<file path="src/rtl/hazard_scoreboard.sv">
// rtl/hazard_scoreboard.sv - MIPS F/D/E/M/W hazard unit with private Tnew scoreboard and HI/LO occupancy counter
// Optional HAZ_PERF_CNT_EN adds free-running stall performance counters.
module hazard_scoreboard #(
   parameter int NSRC    = 2,
   parameter int NSTAGE  = 3,
   parameter int AW      = 5,
   parameter int TW      = 2,
   parameter int SW      = 2,
   parameter int MUL_LAT = 5,
   parameter int DIV_LAT = 10
) (
   input  logic                 clk,
   input  logic                 reset_n,
   input  logic [NSRC*AW-1:0]   d_src_addr,
   input  logic [NSRC*TW-1:0]   d_src_tuse,
   input  logic [AW-1:0]        d_dst_addr,
   input  logic [TW-1:0]        d_tnew,
   input  logic                 d_md_use,
   input  logic                 d_md_start,
   input  logic                 d_md_is_div,
   input  logic                 ext_flush,
   output logic                 stall_f,
   output logic                 stall_d,
   output logic                 flush_e,
   output logic [NSRC*SW-1:0]   fwd_d,
   output logic [NSRC*SW-1:0]   fwd_e,
   output logic                 md_busy,
   output logic [31:0]          perf_stall,
   output logic [31:0]          perf_md
);

   localparam int MAXLAT = (DIV_LAT > MUL_LAT) ? DIV_LAT : MUL_LAT;
   localparam int CW     = $clog2(MAXLAT + 1);

   logic [AW-1:0] r_slot_addr [NSTAGE];
   logic [TW-1:0] r_slot_tnew [NSTAGE];
   logic [AW-1:0] r_esrc      [NSRC];
   logic [CW-1:0] r_md_cnt;

   logic [NSRC-1:0] w_stall_src;
   logic            w_md_stall;
   logic            w_stall;
   logic [AW-1:0]   w_src;
   logic [TW-1:0]   w_tuse;
   logic            w_hit;
   logic [TW-1:0]   w_hit_tnew;
   logic [SW-1:0]   w_hit_idx;

   // Slots are scanned oldest-first so the youngest match overwrites the winner.
   always_comb begin
      w_stall_src = '0;
      fwd_d       = '0;
      fwd_e       = '0;
      w_src       = '0;
      w_tuse      = '0;
      w_hit       = 1'b0;
      w_hit_tnew  = '0;
      w_hit_idx   = '0;
      for (int i = 0; i < NSRC; i++) begin
         w_src      = d_src_addr[i*AW +: AW];
         w_tuse     = d_src_tuse[i*TW +: TW];
         w_hit      = 1'b0;
         w_hit_tnew = '0;
         w_hit_idx  = '0;
         for (int j = NSTAGE - 1; j >= 0; j--) begin
            if (w_src != '0 && w_src == r_slot_addr[j]) begin
               w_hit      = 1'b1;
               w_hit_tnew = r_slot_tnew[j];
               w_hit_idx  = SW'(j + 1);
            end
         end
         if (w_hit && w_hit_tnew > w_tuse)
            w_stall_src[i] = 1'b1;
         else if (w_hit && w_hit_tnew == '0)
            fwd_d[i*SW +: SW] = w_hit_idx;

         w_hit      = 1'b0;
         w_hit_tnew = '0;
         w_hit_idx  = '0;
         for (int j = NSTAGE - 1; j >= 1; j--) begin
            if (r_esrc[i] != '0 && r_esrc[i] == r_slot_addr[j]) begin
               w_hit      = 1'b1;
               w_hit_tnew = r_slot_tnew[j];
               w_hit_idx  = SW'(j + 1);
            end
         end
         if (w_hit && w_hit_tnew == '0)
            fwd_e[i*SW +: SW] = w_hit_idx;
      end
   end

   assign md_busy    = (r_md_cnt != '0);
   assign w_md_stall = d_md_use && md_busy;
   assign w_stall    = (|w_stall_src) || w_md_stall;
   assign stall_f    = w_stall;
   assign stall_d    = w_stall;
   assign flush_e    = w_stall;

   // E..W never stall: the pipeline behind D always advances.
   always_ff @(posedge clk or negedge reset_n) begin
      if (!reset_n) begin
         for (int j = 0; j < NSTAGE; j++) begin
            r_slot_addr[j] <= '0;
            r_slot_tnew[j] <= '0;
         end
         for (int i = 0; i < NSRC; i++)
            r_esrc[i] <= '0;
      end else begin
         if (ext_flush) begin
            for (int j = 0; j < NSTAGE; j++) begin
               r_slot_addr[j] <= '0;
               r_slot_tnew[j] <= '0;
            end
         end else begin
            if (w_stall) begin
               r_slot_addr[0] <= '0;
               r_slot_tnew[0] <= '0;
            end else begin
               r_slot_addr[0] <= d_dst_addr;
               r_slot_tnew[0] <= d_tnew;
            end
            for (int j = 1; j < NSTAGE; j++) begin
               r_slot_addr[j] <= r_slot_addr[j-1];
               r_slot_tnew[j] <= (r_slot_tnew[j-1] != '0) ? r_slot_tnew[j-1] - TW'(1) : '0;
            end
         end
         for (int i = 0; i < NSRC; i++)
            r_esrc[i] <= (w_stall || ext_flush) ? '0 : d_src_addr[i*AW +: AW];
      end
   end

   always_ff @(posedge clk or negedge reset_n) begin
      if (!reset_n)
         r_md_cnt <= '0;
      else if (d_md_start && !w_stall)
         r_md_cnt <= d_md_is_div ? CW'(DIV_LAT) : CW'(MUL_LAT);
      else if (r_md_cnt != '0)
         r_md_cnt <= r_md_cnt - CW'(1);
   end

`ifdef HAZ_PERF_CNT_EN
   logic [31:0] r_perf_stall;
   logic [31:0] r_perf_md;

   always_ff @(posedge clk or negedge reset_n) begin
      if (!reset_n) begin
         r_perf_stall <= '0;
         r_perf_md    <= '0;
      end else begin
         if (w_stall)
            r_perf_stall <= r_perf_stall + 32'd1;
         if (w_md_stall)
            r_perf_md <= r_perf_md + 32'd1;
      end
   end

   assign perf_stall = r_perf_stall;
   assign perf_md    = r_perf_md;
`else
   assign perf_stall = '0;
   assign perf_md    = '0;
`endif

endmodule
</file>
<file path="config.mk">
export PLATFORM = sky130hd
export DESIGN_NAME = hazard_scoreboard
export DESIGN_NICKNAME = d
export VERILOG_FILES = /design/src/rtl/hazard_scoreboard.sv
export SDC_FILE = /design/constraint.sdc
export NUM_CORES = 1
export LEC_CHECK = 0
export CAP_MARGIN = 20
export CORE_UTILIZATION = 48
export DETAILED_ROUTE_END_ITERATION = 16
export HOLD_SLACK_MARGIN = 0.1
export PLACE_DENSITY = 0.86
export SETUP_SLACK_MARGIN = 0.05
export SLEW_MARGIN = 20
export SYNTH_ARGS = -nofsm -noshare
export SYNTH_HDL_FRONTEND = slang
export SYNTH_SLANG_ARGS = --single-unit
</file>
<file path="constraint.sdc">
create_clock -name clk -period 9.4 [get_ports clk]
set_input_delay 1.88 -clock clk [delete_from_list [all_inputs] [get_ports clk]]
set_output_delay 1.88 -clock clk [all_outputs]
set_load 0.03 [all_outputs]
</file>
==> results of run 1 <==
==> registers in the layout, indices dropped and copies added (netlist names) <==
register / count
r_slot_addr: 15
r_slot_tnew: 6
r_md_cnt: 4
r_esrc: 10
==> kinds of logic (layout without fill, tap and decap cells) <==
logic type	after synthesis	in the layout	share of synthesized area, %
AND/OR/NAND/NOR	99	99	20.8
buffers and inverters	81	53	20.4
XOR/XNOR	52	52	16.6
flip-flops	35	35	32.0
AO/OA/AOI/OAI	20	20	5.39
adder cells (fa/ha/maj)	6	6	2.74
multiplexers	4	4	1.83
other	1	64	0.137
==> through the flow <==
stage / setup slack, ps / utilization, % / power (W) / area [um2] / hold WS [ps]
2_1_floorplan: 2570 / - / 0.000349 / 2970 / 467
5_1_grt: 1630 / 55.2 / 0.000547 / 3040 / 557
4_1_cts: 1920 / 55.1 / 0.000518 / 3030 / 524
6_report: 1900 / 55.2 / 0.000516 / 3040 / 522
3_5_place_dp: 1970 / 52.9 / 0.000381 / 2920 / 512
3_3_place_gp: 2040 / 52.9 / 0.000376 / 2920 / 504
==> cell usage in the layout (no fill, tap or decap), types with 3 or more instances in the layout <==
master           Yosys  routed
a22oi_1              3       3
a31oi_1              3       3
and2_1              18      18
clkbuf_8             0       5
clkdlybuf4s50_1      0      38
conb_1               1      64
dfrtp_1             35      35
ha_1                 6       6
inv_1                6       6
nand2_1             13      13
nand3_1              6       6
nand4_1              3       3
nor2_1              14      14
nor2b_1             13      13
nor3_1              10      10
nor3b_1              4       4
nor4_1               4       4
o21ai_0              4       4
xnor2_1             22      22
xor2_1              30      30
==> layer usage <==
metal	track usage (%)	routed length [um]
met5	0	0
met4	5.28	78
met3	2.82	221
met2	32.1	2600
met1	19.8	2070
==> cell usage after synthesis, drive strengths merged, types with 6 or more instances <==
| cell | count | share of area (%) |
|---|---|---|
| nor3 | 10 | 1.8 |
| dfrtp | 35 | 32 |
| inv | 6 | 0.82 |
| nand3 | 7 | 1.5 |
| nor2 | 15 | 2.3 |
| nand2 | 13 | 1.8 |
| nor2b | 13 | 3.0 |
| and2 | 18 | 4.1 |
| ha | 6 | 2.7 |
| xnor2 | 22 | 7.0 |
| buf | 72 | 19 |
| xor2 | 30 | 9.6 |
==> cell type report <==
type	instances	share of cell area [%]
clock buffer	5	2.26
clock inverter	3	1.56
inverter	6	0.741
multi-input combinational	245	50.9
sequential	35	28.8
tap	72	2.96
timing repair buffer	39	12.8
==> power groups by stage <==
stage               sequential (W)  clock, W  combinational (W)
floorplan                 0.000182         0           0.000167
global placement          0.000187         0           0.000189
detailed placement        0.000188         0           0.000193
CTS                       0.000185  0.000139           0.000195
global route              0.000187  0.000147           0.000213
finish                    0.000185  0.000136           0.000194
==> critical path, stage by stage <==
cell,delay [ps]
clkdlybuf4s50_1,540
xor2_1,200
nor3_1,230
nand3_1,160
nor2b_1,280
a22oi_1,120
a211oi_1,260
ha_1,270
nor2b_1,130
o21ai_0,350
a311oi_2,140
or3_1,430
clkdlybuf4s50_1,610
==> worst max-delay path by stage <==
stage / to / slack, ps / cells after the start
after CTS: flush_e / 1920 / 13
after floorplan: fwd_d[0] / 2570 / 9
after global routing: flush_e / 1630 / 13
final: flush_e / 1900 / 13
after detailed placement: flush_e / 1970 / 13
after global placement: flush_e / 2040 / 13
==> flow_summary.ini, run 1 <==
[route]
routed_wirelength_um = 4960
ant_nets = 0
firstDrtPassIters = 4
drt_iter0_markers = 66
wl_per_cell_um = 12.3
drc = 0
vias = 1875
via_per_inst = 4.63

[placement]
dp_hpwl_um = 3900
portBuffers = 38
dp_cells = 397
gp_congestion = 0.865

[pwr]
seqPwrFrac_pct = 35.9
combPwrFrac_pct = 37.7
power.internal_w = 0.000327
ir_drop_mv = 0.130
p_leak_nw = 1.51
sw_frac_of_total_pct = 36.5
switchingPower_w = 0.000188
clkPwrFrac_pct = 26.5
power_density_mw_per_mm2 = 170

[finish]
multi_input_area_mm2 = 0.00155
diodes = 0
nFillCells = 469
layout-drive-gt1-share_pct = 4.80
syn_to_final_growth_pct = 11.1
final-seq-area_um2 = 876
nets = 365
final_cells = 405

[yosys]
syn_area_mm2 = 0.00274
ys_warn_count = 0
synthArstFlopShare_pct = 100
syn_avg_cell_area_um2 = 9.19
yosysSeqAreaShare_pct = 32.0
synthFlopType = dfrtp_1
syn-instance-count = 298
synth_edf_count = 0
ys_ff_latch = 35
yosysUniqueCellTypes = 43

[cts]
path_clk_slew_ps = 70
root_buffer = clkbuf_8
post_cts_buffers = 0
cts.path.max_buffers = 2
cts_resized = 0
ctsHoldBuffers = 0
htreeDepth = 2
cts_buffers = 5
cts_tree = yes
clock_latency_ps = 290
cts.sinks = 35

[floorplanning]
start_util_pct = 49.7
dieWidth_um = 77.5
core_area_mm2 = 0.00551
die_height_um = 77.5
ios = 103
dieArea_mm2 = 0.00601
rows = 27

[critical_path]
crit_start = d_src_addr[9]
reg2reg_from = r_slot_addr[4]$_DFF_PN0_
startpoint_type = input port
crit_path_end_kind = output pin
critical_path_class = input port to output pin
cp_max_fo = 5
regToRegEndpoint = r_md_cnt[1]$_DFFE_PN0P_
r2r_slack_ps = 5640
r2r_cells = 12
cp_data_required_time_ps = 7520
cp.arrival_ps = 5620

[min_path]
hold_depth = 1
min_to = r_slot_tnew[0]$_DFF_PN0_
hp-start = r_slot_tnew[2]$_DFF_PN0_
hp-class = register to register

[timing]
skew_ps = 9.68
min_period_ps = 7500
timing.slew.headroom_pct = 50.4
fin_crit_sh_pct = 79.8
drv_slew = 0
rsz0062_at_grt = no
setup_viol = 0
setup_tns_ps = 0
worstMarginPinSlew_ps = 738
hold_viol = 0
fmax_mhz = 133

[run]
cap_violations = 0

[grt]
grt_overflow_total = 0
grt.total_usage_pct = 17.2
antenna_found_initial = 0
grt_pass1_vias = 1763
grt_start_max_net_pins = 36
grt_pass1_wl_um = 8020

[status]
status = finished, final reports clean
Power figures use the tool's default switching activity.
==> run 2: changes to the inputs <==
CORE_UTILIZATION = 45   (was 48)
PLACE_DENSITY = 0.81   (was 0.86)
clock period = 7.3 ns   (was 9.4 ns; I/O delays follow)
==> run 2 against run 1 <==
Against the previous run:
- first-iteration DRC count down 18%
- cell count up 0.74%
- final area down 0.45%
- largest cell class unchanged
- via count up 2.2%
- register-to-register slack worse by 2200 ps
==> flow_summary.ini, run 2 (synthesis results as in run 1) <==
[cts]
root_buffer = clkbuf_8
cts.path.max_buffers = 2
ctsHoldBuffers = 0
path_clk_slew_ps = 70
htreeDepth = 2
clock_latency_ps = 300
cts_tree = yes
post_cts_buffers = 0
cts_resized = 0
cts_buffers = 5
cts.sinks = 35

[finish]
final_cells = 408
nets = 365
fin_util_pct = 51.4
top_register = r_slot_addr
nFillCells = 542
top_regs = r_slot_addr x15, r_esrc x10, r_slot_tnew x6
largest_reg_flops = 15
layout-drive-gt1-share_pct = 4.80
syn_to_final_growth_pct = 10.6
final_common_cell = conb_1
layout_common_cells = 64 x conb_1, 38 x clkdlybuf4s50_1, 35 x dfrtp_1, 30 x xor2_1, 22 x xnor2_1
diodes = 0

[timing]
skew_ps = 5.89
fin_crit_sh_pct = 92.2
min_period_ps = 6730
setup_viol = 0
timing.slew.headroom_pct = 54.0
fmax_mhz = 149
hold_viol = 0
rsz0062_at_grt = no
worstMarginPinSlew_ps = 684
setup_tns_ps = 0
drv_slew = 0

[grt]
grt_pass1_vias = 1835
grt_start_max_net_pins = 36
grt_pass1_wl_um = 8400
antenna_found_initial = 0
grt.total_usage_pct = 17.4
grt_overflow_total = 0

[pwr]
power_w = 0.000637
ir_drop_mv = 0.139
p_leak_nw = 1.50
power_density_mw_per_mm2 = 210

[status]
status = finished, final reports clean

[placement]
dp_hpwl_um = 4030
gp_congestion = 0.892
dp_cells = 400
portBuffers = 38

[run]
cap_violations = 0

[route]
via_per_inst = 4.70
routed_wirelength_um = 4980
drt_iter0_markers = 54
wl_per_cell_um = 12.2
ant_nets = 0
drc = 0
vias = 1916
firstDrtPassIters = 4

[critical_path]
cp.arrival_ps = 5270
cp_data_required_time_ps = 5840
cp_max_fo = 5
reg2reg_from = r_slot_addr[3]$_DFF_PN0_
regToRegEndpoint = r_md_cnt[3]$_DFFE_PN0P_
crit_path_end_kind = output pin
r2r_slack_ps = 3460
critical_path_class = input port to output pin
r2r_cells = 12
startpoint_type = input port

[min_path]
hold_depth = 1
min_to = r_slot_tnew[0]$_DFF_PN0_
hp-class = register to register
hp-start = r_slot_tnew[2]$_DFF_PN0_

[floorplanning]
die_height_um = 80.0
dieArea_mm2 = 0.00640
dieWidth_um = 80.0
start_util_pct = 46.5
ios = 103
rows = 28
core_area_mm2 = 0.00589
## run 2: changes by cell type in the layout (fill, tap and decap cells not counted), sizes merged
cell	previous run	this run
inv	7	6
clkbuf	5	6
bufinv	1	0
clkinvlp	0	1
## run 2: per-layer routing
| layer | up-vias | wire length [um] | GRT usage [%] | share of wire (%) |
|---|---|---|---|---|
| li1 | 918 | - | - | - |
| met1 | 898 | 1950 | 18.6 | 39 |
| met2 | 86 | 2640 | 32.6 | 53 |
| met3 | 14 | 257 | 3.77 | 5.2 |
| met4 | 0 | 131 | 7.50 | 2.6 |
| met5 | - | 0 | 0 | 0 |
## run 2: metrics by stage
step	cell area, um2	setup slack [ps]	hold slack, ps
2_1_floorplan	2970	1310	467
3_3_place_gp	2920	692	506
3_5_place_dp	2920	636	495
4_1_cts	3020	607	504
5_1_grt	3030	238	545
6_report	3030	568	520
## run 2: final cells by class
class                           count  area (um2)  share of cell area, %
Clock buffer                        6        82.6                   2.73
Sequential cell                    35         876                   28.9
Multi-Input combinational cell    245        1550                   51.1
Inverter                            6        22.5                  0.744
Tap cell                           75        93.8                   3.10
Timing Repair Buffer               39         388                   12.8
Clock inverter                      2        16.3                  0.537
## run 2: worst max path at each step
stage / from / to / slack, ps / cells after the start
after floorplan: d_src_addr[1] / fwd_d[0] / 1310 / 9
after global placement: d_src_addr[8] / flush_e / 690 / 13
after detailed placement: d_src_addr[8] / flush_e / 640 / 13
after CTS: d_src_addr[8] / flush_e / 610 / 13
after global routing: d_src_addr[8] / stall_f / 240 / 13
final: d_src_addr[8] / flush_e / 570 / 13
## run 2: critical path, stage by stage
cell,delay (ps)
clkdlybuf4s50_1,520
xor2_1,190
nor3_1,250
nand3_1,170
nor2b_1,280
a22oi_1,120
a211oi_1,290
ha_1,290
nor2b_1,130
o21ai_0,370
a311oi_2,150
or3_1,430
clkdlybuf4s50_1,610
## run 2: power by group
group          leakage, nW  total, W  internal (W)  switching (W)
clock network       0.0474  0.000148     0.0000769      0.0000715
registers            0.469  0.000239      0.000216      0.0000228
logic                0.985  0.000250      0.000103       0.000147
total                 1.50  0.000637      0.000395       0.000241
==> run 3: changes to the inputs <==
CELL_PAD_IN_SITES_DETAIL_PLACEMENT = 0   (was default)
CELL_PAD_IN_SITES_GLOBAL_PLACEMENT = 2   (was default)
CORE_UTILIZATION = 26   (was 45)
==> run 3 against run 2 <==
Against the previous run:
- critical path depth fell by 1
- power increased by 3.7%
- via count shrank 1.8%
- cell count is 15% higher
- clock skew is 0.54 ps higher
- final area is 2.9% higher
- core utilization down 21 points
==> flow_summary.ini, run 3 (synthesis results as in run 1) <==
[status]
status = finished, final reports clean

[cts]
cts.path.max_buffers = 2
post_cts_buffers = 0
cts_resized = 0
root_buffer = clkbuf_8
cts_tree = yes
clock_latency_ps = 290
cts_buffers = 5
ctsHoldBuffers = 0
path_clk_slew_ps = 70
cts.sinks = 35
htreeDepth = 2

[route]
routed_wirelength_um = 5630
vias = 1881
drc = 0
wl_per_cell_um = 12.0
firstDrtPassIters = 6
ant_nets = 0
drt_iter0_markers = 83
via_per_inst = 4.00

[finish]
nets = 366
layout_common_cells = 64 x conb_1, 38 x clkdlybuf4s50_1, 35 x dfrtp_1, 30 x xor2_1, 22 x xnor2_1
top_regs = r_slot_addr x15, r_esrc x10, r_slot_tnew x6
final_common_cell = conb_1
diodes = 0
final_cells = 470
layout-drive-gt1-share_pct = 5.09
top_register = r_slot_addr
largest_reg_flops = 15
syn_to_final_growth_pct = 13.8

[timing]
timing.hold.ws_ps = 535
hold_viol = 0
fmax_mhz = 152
timing.slew.headroom_pct = 54.7
skew_ps = 6.43
fin_ws_ps = 702
rsz0062_at_grt = no
worstMarginPinSlew_ps = 678
setup_viol = 0
fin_crit_sh_pct = 90.4
setup_tns_ps = 0
drv_slew = 0
min_period_ps = 6600

[grt]
grt_overflow_total = 0
grt.total_usage_pct = 10.6
grt_pass1_wl_um = 8940
grt_pass1_vias = 1810
antenna_found_initial = 0
grt_start_max_net_pins = 36

[pwr]
power_w = 0.000660
p_leak_nw = 1.52
ir_drop_mv = 0.0880
power_density_mw_per_mm2 = 212

[floorplanning]
dieArea_mm2 = 0.0109
rows = 37
dieWidth_um = 105
die_height_um = 105
core_area_mm2 = 0.0103
start_util_pct = 26.6
ios = 103

[min_path]
hp-class = register to register
hold_depth = 1
min_to = r_slot_tnew[2]$_DFF_PN0_
hp-start = r_slot_tnew[4]$_DFF_PN0_

[critical_path]
critical_path_class = input port to output pin
r2r_cells = 12
regToRegEndpoint = r_md_cnt[1]$_DFFE_PN0P_
cp_max_fo = 5
cp.arrival_ps = 5140
reg2reg_from = r_slot_addr[3]$_DFF_PN0_
crit_chain = clkdlybuf4s50_1, xor2_1, nor4_1, and3_1, nand2_1, a31oi_1, ha_1, nor2b_1, o21a_1, o211a_1, or3_1, clkdlybuf4s50_1
cpMaxStageDelayCell = clkdlybuf4s50_1
startpoint_type = input port
cp_data_required_time_ps = 5840
crit_path_end_kind = output pin
critical_path.max_stage_delay_ps = 620
r2r_slack_ps = 3600
cp_common_cell = clkdlybuf4s50_1

[placement]
post-place-ws_ps = 661
portBuffers = 38
dp_cells = 462
dp_hpwl_um = 4360
gp_congestion = 0.738

[run]
cap_violations = 0
-- run 3: cell types whose count changed in the layout (fill, tap and decap cells not counted), sizes merged --
cell,change
buf,+1
bufinv,+1
clkbuf,-1
clkinv,+1
clkinvlp,-1
-- run 3: worst max-delay path, delay by kind of cell --
kind | cells | cell delay [ps]
buffers and inverters | 2 | 1150
AO/OA/AOI/OAI | 3 | 620
XOR/XNOR | 1 | 210
adder cells (fa/ha/maj) | 1 | 290
AND/OR/NAND/NOR | 5 | 1400
-- run 3: final cells by class --
| cell class | instances | area, um2 |
|---|---|---|
| fill | 1089 | 7160 |
| multi-input combinational | 245 | 1540 |
| sequential | 35 | 876 |
| timing repair buffer | 40 | 395 |
| tap | 136 | 170 |
| clock buffer | 5 | 68.8 |
| clock inverter | 3 | 43.8 |
| inverter | 6 | 22.5 |
-- run 3: power breakdown --
group | internal (W) | total (W) | switching, W | leakage (nW)
logic | 0.000103 | 0.000249 | 0.000146 | 0.988
registers | 0.000216 | 0.000240 | 0.0000238 | 0.469
clock network | 0.000102 | 0.000172 | 0.0000704 | 0.0581
-- run 3: worst max path at each step --
stage	slack [ps]	end	from
finish	700	stall_d	d_src_addr[1]
global route	430	fwd_d[0]	d_src_addr[1]
CTS	650	fwd_d[0]	d_src_addr[1]
detailed placement	660	fwd_d[0]	d_src_addr[1]
global placement	710	fwd_d[0]	d_src_addr[1]
floorplan	1310	fwd_d[0]	d_src_addr[1]
-- run 3: metrics by stage --
step / cell area, um2 / util, %
2_1_floorplan: 2970 / -
3_3_place_gp: 3000 / 29.2
3_5_place_dp: 3000 / 29.2
4_1_cts: 3120 / 30.3
5_1_grt: 3120 / 30.3
6_report: 3120 / 30.3
-- run 3: layer usage --
layer / share of wire, % / global-route usage, % / up-vias / routed length, um
met2: 48 / 18.5 / 64 / 2690
met1: 47 / 13.3 / 894 / 2660
met3: 4.5 / 2.18 / 4 / 251
li1: - / - / 919 / -
met4: 0.52 / 2.72 / 0 / 29
met5: 0 / 0 / - / 0
